## src/rtl/toggle_counter.sv

```systemverilog
// toggle_counter: counts bit transitions on S across a START..STOP window,
// saturating at 2^CNT_W-1, and holds the total on COUNT until ACK.
module toggle_counter #(
  parameter int WIDTH = 8,
  parameter int CNT_W = 16
) (
  input  logic             C,
  input  logic             RN,
  input  logic [WIDTH-1:0] S,
  input  logic             START,
  input  logic             STOP,
  input  logic             ACK,
  output logic [CNT_W-1:0] COUNT,
  output logic             VALID,
  output logic             BUSY,
  output logic             SAT
);
  localparam int PW = $clog2(WIDTH + 1);
  typedef enum logic [1:0] {IDLE, RUN, HOLD} state_t;
  state_t           state;
  logic [WIDTH-1:0] prev;
  logic [WIDTH-1:0] diff;
  logic [PW-1:0]    d;
  logic [CNT_W:0]   sum;
  assign diff = S ^ prev;
  always_comb begin
    d = '0;
    for (int i = 0; i < WIDTH; i++) d = d + PW'(diff[i]);
  end
  // One extra bit so the carry out flags the saturating clamp.
  assign sum = {1'b0, COUNT} + (CNT_W + 1)'(d);
  always_ff @(posedge C or negedge RN) begin
    if (!RN) begin
      state <= IDLE;
      COUNT <= '0;
      VALID <= 1'b0;
      BUSY  <= 1'b0;
      SAT   <= 1'b0;
      prev  <= '0;
    end else begin
      case (state)
        IDLE: if (START) begin
          state <= RUN;
          BUSY  <= 1'b1;
          prev  <= S;
          COUNT <= '0;
          SAT   <= 1'b0;
        end
        RUN: begin
          prev  <= S;
          COUNT <= sum[CNT_W] ? '1 : sum[CNT_W-1:0];
          if (sum[CNT_W]) SAT <= 1'b1;
          if (STOP) begin
            state <= HOLD;
            BUSY  <= 1'b0;
            VALID <= 1'b1;
          end
        end
        HOLD: if (ACK) begin
          state <= IDLE;
          VALID <= 1'b0;
        end
        default: state <= IDLE;
      endcase
    end
  end
endmodule

```

## config.mk

```make
export PLATFORM = sky130hd
export DESIGN_NAME = toggle_counter
export DESIGN_NICKNAME = d
export VERILOG_FILES = /design/src/rtl/toggle_counter.sv
export SDC_FILE = /design/constraint.sdc
export NUM_CORES = 1
export LEC_CHECK = 0
export CAP_MARGIN = 10
export CORE_MARGIN = 1.5
export CORE_UTILIZATION = 56
export DETAILED_ROUTE_END_ITERATION = 8
export GPL_TIMING_DRIVEN = 0
export PLACE_DENSITY = 0.88
export SLEW_MARGIN = 20
export SYNTH_ARGS = -nofsm -noshare
export SYNTH_HDL_FRONTEND = slang
export SYNTH_SLANG_ARGS = --single-unit
```

## constraint.sdc

```tcl
create_clock -name C -period 9.4 [get_ports C]
set_clock_uncertainty 0.1 [all_clocks]
set_input_delay 1.41 -clock C [delete_from_list [all_inputs] [get_ports C]]
set_output_delay 1.41 -clock C [all_outputs]
set_load 0.01 [all_outputs]
```

==> metrics <==
Leak 0.974 nW; Post-synth ARST share 100%; Avg Cell Area, Syn 10.6 um^2; CP max FO 3; height of the chip 59.0 um; RSZ-0062 raised after global routing false; worst vdd ir 0.000225 V; CTS tree done; Max Fclk 0.190 GHz; synthesized instance count 165; gr busiest metal met2; initial antenna violation count 0; wire per inst 16.3 um; overflow left after global routing 0; DR vias/cell 6.16; clock sinks 29; pin count of the biggest net entering global routing 30; drt first-iter violations 108; Post-synth EDFFs 0; routed wire length 3860 um; post-synthesis sequential area ratio 41.4%; initial core utilization 58.4%; # diodes 0; CP peak stage delay 0.55 ns; Clock Root Buffer clkbuf_4; Multi-input gate area 982 um^2; # Max-Cap Violations 0; Final period util 56.0%; first-pass GRT wire length 6530 um; core area 3000 um^2; Num CTS Buffers 5; Top cell by count, worst path fa_1; worst endpoint required time 9.55 ns; Reg2Reg Setup Slack 5.27 ns; H-Tree Depth 2; final slew viol count 0; M1 GR Usage 29.1%; die width 59.0 um; Reg clk slew, reported paths 0.09 ns; vias in the first global route 1496; Post-CTS Hold Buffers 0; max_slew headroom 57.1%; Netlist Area Pre-Place 1750 um^2; Cells after DPL 229; Critical Path AT 5.41 ns; setup TNS 0 ns; routability cong. 0.895; post-CTS setup buffer count 0; Synth area leader dfrtp_1; met2 GRT Util 44.4%; Port Buf Inserts 31; Hold Crit Class flip-flop to flip-flop; post-route minimum period 5.26 ns; Unique masters post-synth 46; post-route ant nets 0; DR pass1 iterations 4; DR vias 1460; crit-path cells clkdlybuf4s50_1 > xor2_1 > fa_1 > fa_1 > inv_1 > fa_1 > fa_1 > inv_1 > fa_1 > nand3_1 > a21o_1 > nor3_2 > a21oi_1 > a211oi_1; top-area cell type share of the netlist area 41.4%; FF+latch area 726 um^2; Synth area leaders dfrtp_1 41%, fa_1 5.7%, mux2_2 5.1%; clock buffer depth 2; Clk Latency, worst-skew pair 0.35 ns; outcome finished, final reports clean; CP Launch Type primary input; fin cells 237; top_reg_cell synth dfrtp_1; PwrDens 274 nW/um^2; detailed placer's ending HPWL 2920 um; Area Overhead vs Synth 22.5%; met3 Usage GRT 6.11%; Crit Path Class primary input to flip-flop; fill count 242; Final Util 71.6%; Seq cells post-synth 29; layout cells sized above 1 13.7%; Final setup viols 0; Setup crit end kind flip-flop; number of remaining DRC errors 0; site row count 20; Ports 32; synth warn 0; slowest CP cell fa_1; total track usage 26.0%; Post-Syn Nets 189; NumNets Final 227; slew at the pin with the worst max-slew slack 0.644 ns; Die ar. 3480 um^2; post-CTS resize count 0; Fin. Hold Viols 0
==> where the power goes <==
group	total [mW]	internal, mW	leakage [nW]	switching, mW
Clock	0.0739	0.0297	0.0265	0.0442
Combinational	0.343	0.157	0.573	0.185
Sequential	0.173	0.151	0.374	0.0215
Total	0.590	0.339	0.974	0.251
==> layout make-up <==
type	count	share of cell area [%]
plain buffers	5	1.28
clock buffers	8	2.27
inverters	5	0.873
multi-input cells	126	45.7
flip-flops and latches	29	33.8
well taps	33	1.92
repair buffers	31	14.2
==> through the flow <==
stage | setup slack, ns | total power, mW | hold slack (ns) | instance area [um^2]
final | 4.14 | 0.590 | 0.403 | 2150
after global routing | 3.93 | 0.643 | 0.421 | 2150
after CTS | 4.15 | 0.591 | 0.411 | 2150
after detailed placement | 3.82 | 0.517 | 0.383 | 2100
after global placement | 3.83 | 0.488 | 0.361 | 2110
after floorplan | 4.55 | 0.411 | 0.347 | 1750
==> worst max-delay path, delay by kind of cell <==
family                   cells  cell delay (ns)
adder cells (fa/ha/maj)      5             2.22
buffers and inverters        3             0.64
AO/OA/AOI/OAI                3             0.54
AND/OR/NAND/NOR              2             0.41
XOR/XNOR                     1             0.20
==> registers in the layout (all words and copies together), names as in the netlist <==
signal and cells:
prev 8, SAT 1, VALID 1, state 2, COUNT 16, BUSY 1
==> routing by layer <==
layer / part of all wire [%] / vias up
met4: 1.8 / 0
met3: 7.1 / 8
met2: 52 / 60
met5: 0 / -
met1: 39 / 712
li1: - / 680
==> path summary, 6_finish.rpt <==
check,start,end,cells past startpoint
min in group asynchronous,RN,VALID,1
max reg2reg,prev[0],COUNT[14],13
max in group asynchronous,RN,COUNT[15],1
min reg2reg,state[1],state[0],1
max,S[0],COUNT[14],14
min,state[1],state[0],1
==> kinds of logic (layout without fill, tap and decap cells) <==
kind of cell,Yosys count,after routing,share of synthesized area (%)
xor+xnor,9,9,4.49
flops,29,29,41.4
fa+ha+maj,11,11,9.99
buf+inv,10,49,2.64
mux,11,11,6.85
simple gates,47,47,16.0
compound gates,48,48,18.6
==> synthesized netlist by cell type, drive strengths merged (4+ instances only) <==
library cell,number
a21o,5
xnor2,4
nor3,7
nor2,9
dfrtp,29
ha,6
o21ai,8
mux2,8
inv,5
a21oi,12
buf,5
a31oi,4
nand2,16
xor2,5
fa,5
nand3,5
==> cells in the final DEF (no fill, tap or decap), drive strengths merged, types with 2 or more instances in the layout <==
| master | count |
|---|---|
| clkdlybuf4s50 | 30 |
| dfrtp | 29 |
| nand2 | 16 |
| a21oi | 12 |
| nor2 | 9 |
| mux2 | 8 |
| o21ai | 8 |
| clkbuf | 8 |
| nor3 | 7 |
| ha | 6 |
| buf | 6 |
| xor2 | 5 |
| inv | 5 |
| a21o | 5 |
| fa | 5 |
| nand3 | 5 |
| xnor2 | 4 |
| a31oi | 4 |
| o21a | 3 |
| mux2i | 3 |
| nor2b | 2 |
| a211oi | 2 |
| o211ai | 2 |
| a22o | 2 |
| a311oi | 2 |
| and2 | 2 |
| and4 | 2 |
No activity file was read; power rests on OpenSTA's default activity.
